### src/rtl/mux_select_arbiter.sv
// Round-robin arbiter driving the 2-bit select of a 4-to-1 mux; grants are registered and held.
// Define HOLD_TIMEOUT_EN to compile in the forced release after MAX_HOLD cycles.
module mux_select_arbiter #(
   parameter int unsigned MAX_HOLD = 8,
   parameter int unsigned CNT_W    = 8
) (
   input  logic       clk,
   input  logic       reset,
   input  logic [3:0] req,
   input  logic       done,
   output logic [1:0] selector_bits,
   output logic [3:0] grant,
   output logic       grant_valid,
   output logic       timeout_pulse
);

   typedef enum logic {StIdle, StGranted} state_e;

   state_e     state;
   logic [1:0] ptr;
   logic [1:0] arb_ptr;
   logic [1:0] win;
   logic       have_win;
   logic       timeout_hit;
   logic       release_now;
   logic       forced;

   if (MAX_HOLD < 2 || MAX_HOLD > 255 || (2 ** CNT_W) <= MAX_HOLD) begin : gen_bad_params
      $error("mux_select_arbiter: illegal MAX_HOLD/CNT_W combination");
   end

`ifdef HOLD_TIMEOUT_EN
   localparam logic [CNT_W-1:0] HoldMax  = CNT_W'(MAX_HOLD);
   localparam logic [CNT_W-1:0] HoldLast = CNT_W'(MAX_HOLD - 1);

   logic [CNT_W-1:0] hold_cnt;

   assign timeout_hit = (hold_cnt == HoldLast);
`else
   assign timeout_hit = 1'b0;
`endif

   assign release_now = (state == StGranted) &&
                        (done || !req[selector_bits] || timeout_hit);
   // A timeout coinciding with done or a dropped request is an ordinary release.
   assign forced      = timeout_hit && !done && req[selector_bits];

   // On release the just-served channel moves to lowest priority.
   always_comb begin
      arb_ptr  = (state == StGranted) ? selector_bits + 2'd1 : ptr;
      have_win = 1'b0;
      win      = arb_ptr;
      for (int i = 3; i >= 0; i--) begin
         if (req[arb_ptr + 2'(i)]) begin
            have_win = 1'b1;
            win      = arb_ptr + 2'(i);
         end
      end
   end

   always_ff @(posedge clk or posedge reset) begin
      if (reset) begin
         state         <= StIdle;
         ptr           <= 2'd0;
         selector_bits <= 2'd0;
         grant         <= 4'd0;
         grant_valid   <= 1'b0;
         timeout_pulse <= 1'b0;
`ifdef HOLD_TIMEOUT_EN
         hold_cnt      <= '0;
`endif
      end else begin
         timeout_pulse <= 1'b0;
         unique case (state)
            StIdle: begin
               if (have_win) begin
                  state         <= StGranted;
                  selector_bits <= win;
                  grant         <= 4'b0001 << win;
                  grant_valid   <= 1'b1;
`ifdef HOLD_TIMEOUT_EN
                  hold_cnt      <= '0;
`endif
               end
            end
            StGranted: begin
               if (release_now) begin
                  ptr           <= selector_bits + 2'd1;
                  timeout_pulse <= forced;
                  if (have_win) begin
                     selector_bits <= win;
                     grant         <= 4'b0001 << win;
`ifdef HOLD_TIMEOUT_EN
                     hold_cnt      <= '0;
`endif
                  end else begin
                     state       <= StIdle;
                     grant       <= 4'd0;
                     grant_valid <= 1'b0;
                  end
               end
`ifdef HOLD_TIMEOUT_EN
               else if (hold_cnt != HoldMax) begin
                  hold_cnt <= hold_cnt + 1'b1;
               end
`endif
            end
            default: state <= StIdle;
         endcase
      end
   end

endmodule
### config.mk
export PLATFORM = sky130hd
export DESIGN_NAME = mux_select_arbiter
export DESIGN_NICKNAME = d
export VERILOG_FILES = /design/src/rtl/mux_select_arbiter.sv
export SDC_FILE = /design/constraint.sdc
export NUM_CORES = 1
export LEC_CHECK = 0
export CORE_MARGIN = 8
export CORE_UTILIZATION = 35
export CTS_BUF_LIST = sky130_fd_sc_hd__clkbuf_16
export DETAILED_ROUTE_END_ITERATION = 10
export DONT_BUFFER_PORTS = 1
export GPL_ROUTABILITY_DRIVEN = 0
export SYNTH_ARGS = -nofsm -noshare
export SYNTH_HDL_FRONTEND = slang
export SYNTH_SLANG_ARGS = --single-unit
### constraint.sdc
create_clock -name clk -period 2.69 [get_ports clk]
set_input_delay 0.269 -clock clk [delete_from_list [all_inputs] [get_ports clk]]
set_output_delay 0.269 -clock clk [all_outputs]
set_load 0.02 [all_outputs]
-- Word level (Yosys, flattened, before mapping)
Cells that the tools add are included.
- register bits: 10
- input bits: 7
- shift operators: 1
- eq/ne operators: 3
- add/sub/neg operators: 4
- magnitude comparators: 5
- reductions and logical operators: 6
- bitwise gates (word level): 1
- muxes and demuxes: 33
- operator list (cell ; number):
    $lt 2x3->1 const B ; 5
    $mux 1 ; 14
    $mux 2 ; 7
    $mux 4 ; 3
    $bmux 1 s2 ; 5
    $pmux 4 s2 ; 1
    $add 2x1->2 const B ; 2
    $add 2x2->2 const B ; 2
    $ne 2x2->1 const B ; 2
    $pmux 1 s2 ; 2
    $pmux 2 s2 ; 1
    $reduce_and 2->1 ; 2
    $shl 1x2->4 const A ; 1
    $reduce_and 3->1 ; 1
    $ne 2x1->1 const B ; 1
    $logic_and 1x1->1 ; 1
    $logic_not 1->1 ; 1
    $logic_or 1x1->1 ; 1
    $not 1->1 ; 1

-- Depth between registers and ports, before layout
- word-level depth: 13
- depth in mapped cells: 6
- gate-level depth less buffers: 5

-- Worst setup path before layout
Ideal clock, no wire load.
- path type: register -> register
- from: register selector_bits[0]
- to: register selector_bits[1]
- setup time: 127 ps
- path slack: 804 ps
- arrival time: 1758 ps
- required time: 2563 ps
- stages on the path, launching flop included: 6
- path buffers: 1
- path through: dfrtp_1 > buf_4 > mux4_1 > nand3_1 > and2_1 > mux2_1
- longest elaborated chain between the ends: 12
- RTL lines (item ; line ; RTL):
    start, declared ; 11 ; output logic [1:0] selector_bits,
    start signal, assigned ; 78 ; selector_bits <= win;
    start signal, assigned ; 91 ; selector_bits <= win;
    $add 2x1->2 ; 50 ; arb_ptr = (state == StGranted) ? selector_bits + 2'd1 : ptr;
    $mux 2 ; 50 ;
    $add 2x2->2 ; 54, 56 ;
    $bmux 1 s2 ; 54 ; if (req[arb_ptr + 2'(i)]) begin
    $mux 1 (not written as such) ; 54 ;
    $mux 2 / $mux 1 (equally long branches) (4 in series) ; 54 ;
    $mux 2 ; 76, 90 ;
    $mux 2 ; 87 ; if (release_now) begin
    $pmux 2 s2 ; 74 ; unique case (state)
Several ways; a longest one is shown, not always the timed one. The select of a mux whose other input is x is not followed.
A chain may end at the register's enable or synchronous reset.

-- Worst setup path after layout
Same ends and word-level chain as after synthesis.

==> results.json <==
{
  "outcome": "completed",
  "drtIter0Drc": 4,
  "die_y_um": 59.6,
  "cap_violations": 0,
  "die_width_um": 59.6,
  "avgSynthCellArea_um2": 9.49,
  "cts_hold_buf": 1,
  "cp_max_fo": 9,
  "cts_root_buf": "clkbuf_16",
  "critPathRequiredTime_ns": 2.81,
  "fin_crit_ns": 2.00,
  "grt_max_degree": 11,
  "vdd_drop_max_v": 0.000550,
  "whs_ns": 0.267,
  "max_freq_mhz": 500,
  "finalCritPeriodShare": 0.744,
  "clkLatencyLatePin_ns": 0.24,
  "synth_seq_cells": 10,
  "netlist_area_um2": 664,
  "detail-route-antenna-nets": 0,
  "antennaDiodeCount": 0,
  "grt.overflow.total": 0,
  "rsz0062_at_grt": "false",
  "synth_edf_count": 0,
  "clk_pin_slew_ns": 0.04,
  "setup_viol": 0,
  "antenna_found_initial": 0,
  "first_pass_iters": 4,
  "dieArea_um2": 3550,
  "nNetsFinal": 80,
  "core_um2": 1760,
  "grt_pass1_wl_um": 2760,
  "drc": 0,
  "fin_worst_skew_ns": 0.00293,
  "final_cells": 97,
  "end_kind": "flop",
  "htreeDepth": 1,
  "routed_wl_um": 1570,
  "finalHoldViolCount": 0,
  "synth-seq-area-share": 0.377,
  "placed_cells": 92,
  "num_vias": 537,
  "cts_tree": "built",
  "cts.sinks": 10,
  "slew_violations": 0,
  "yosys.cell_types.count": 31,
  "syn_to_final_growth_pct": 15.3,
  "boundaryPins": 15,
  "viasPerCell": 5.54,
  "cts_buffers": 3,
  "wl_per_cell_um": 16.2,
  "synthCells": 70,
  "grt_pass1_vias": 551,
  "cts.path.max_buffers": 2,
  "hold_class": "in2reg",
  "critical_path_class": "reg2reg",
  "synth-main-ff-cell": "dfrtp_1",
  "async_flop_share": 1.00,
  "setup-tns-final_ns": 0,
  "port-buffer-count": 0,
  "cp_cell_sequence": "mux4_1 -> nand3_1 -> and2_1 -> mux2_1",
  "grt.total_usage": 0.106,
  "rows": 15,
  "drive_gt1_frac": 0.0694,
  "crit_buf_inv": 0,
  "cp_slowest_cell": "mux4_1",
  "leakagePower_nw": 0.325,
  "cpPeakStageDelay_ns": 0.63,
  "yosys_warnings": 0,
  "place_hpwl_um": 1200,
  "critPathTopFamily": "multiplexers",
  "fillers": 178,
  "syn_nets": 77,
  "p_per_area_nw_per_um2": 1240,
  "initial_core_util": 0.377,
  "cts_resized": 0,
  "cts_setup_buffers": 0,
  "cp.arrival_ns": 2.12,
  "worst_setup_path_start_kind": "flop"
}
==> cells in the final DEF, fill, tap and decap left out, types with 2 or more instances in the layout <==
| master | synthesis | routed |
|---|---|---|
| a32o_1 | 3 | 3 |
| o21ai_0 | 6 | 6 |
| dfrtp_1 | 10 | 10 |
| inv_1 | 5 | 5 |
| nor2b_1 | 2 | 2 |
| nand2b_1 | 3 | 3 |
| o211ai_1 | 2 | 2 |
| o31ai_1 | 2 | 2 |
| a21oi_1 | 6 | 6 |
| mux2i_1 | 2 | 2 |
| a21o_1 | 2 | 2 |
| clkbuf_16 | 0 | 3 |
| nand3_1 | 2 | 2 |
| nand2_1 | 6 | 6 |
==> registers in the layout, indices dropped and copies added (netlist names) <==
signal,flops
grant,4
ptr,2
selector_bits,2
grant_valid,1
state,1
==> where the power goes <==
group	internal (W)	switching (W)
Sequential	0.000210	0.000130
Clock	0.000195	0.0000679
Combinational	0.000171	0.000173
==> stage by stage <==
step / total power [W] / worst slack (ns) / instance area, um^2 / util
6_report: 0.000947 / 0.689 / 766 / 0.434
5_1_grt: 0.00102 / 0.567 / 766 / 0.434
4_1_cts: 0.000956 / 0.686 / 766 / 0.434
3_5_place_dp: 0.000682 / 0.702 / 677 / 0.384
3_3_place_gp: 0.000677 / 0.730 / 677 / 0.384
2_1_floorplan: 0.000623 / 0.804 / 664 / -
==> area by class of cell <==
| type | count | area (um^2) | area share |
|---|---|---|---|
| multi-input combinational | 52 | 377 | 0.492 |
| sequential | 10 | 250 | 0.327 |
| clock buffer | 3 | 75.1 | 0.0980 |
| tap | 25 | 31.3 | 0.0408 |
| inverter | 5 | 18.8 | 0.0245 |
| timing repair buffer | 1 | 10.0 | 0.0131 |
| clock inverter | 1 | 3.75 | 0.00490 |
==> layer usage <==
layer,vias up,part of all wire,wire length (um),GRT usage
li1,261,-,-,-
met1,255,0.42,653,0.118
met5,-,0,0,0
met4,0,0.016,25,0.0408
met2,16,0.47,744,0.162
met3,5,0.093,146,0.0607
==> worst paths after layout <==
| path | slack [ns] | cells after the start | from | to |
|---|---|---|---|---|
| min in group asynchronous | 0.46 | 2 | reset | selector_bits[0]$_DFFE_PP0P_ |
| hold / removal | 0.27 | 1 | req[2] | state$_DFF_PP0_ |
| setup reg to reg | 0.69 | 4 | selector_bits[0]$_DFFE_PP0P_ | selector_bits[1]$_DFFE_PP0P_ |
| max in group asynchronous | 1.95 | 2 | reset | state$_DFF_PP0_ |
| setup / recovery | 0.69 | 4 | selector_bits[0]$_DFFE_PP0P_ | selector_bits[1]$_DFFE_PP0P_ |
| hold reg to reg | 0.59 | 2 | ptr[0]$_DFFE_PP0P_ | ptr[0]$_DFFE_PP0P_ |
==> logic make-up after synthesis <==
kind of cell / after synthesis / synth area share
adders and majority gates: 1 / 0.0151
buffers and inverters: 8 / 0.0565
xor gates and xnor gates: 1 / 0.0132
other: 1 / 0.00564
and+or+nand+nor: 17 / 0.132
muxes: 4 / 0.0866
AOI/OAI and AO/OA: 28 / 0.315
DFF: 10 / 0.377
==> cells in the mapped netlist, types with 2 or more instances <==
cell	count	share of area
nor2b_1	2	0.019
a21o_1	2	0.023
a32o_1	3	0.045
nand2b_1	3	0.028
nand3_1	2	0.015
o21ai_0	6	0.045
mux2i_1	2	0.030
inv_1	5	0.028
buf_4	2	0.023
a21oi_1	6	0.045
o31ai_1	2	0.023
dfrtp_1	10	0.38
o211ai_1	2	0.023
nand2_1	6	0.034
No activity file was read; power rests on OpenSTA's default activity.
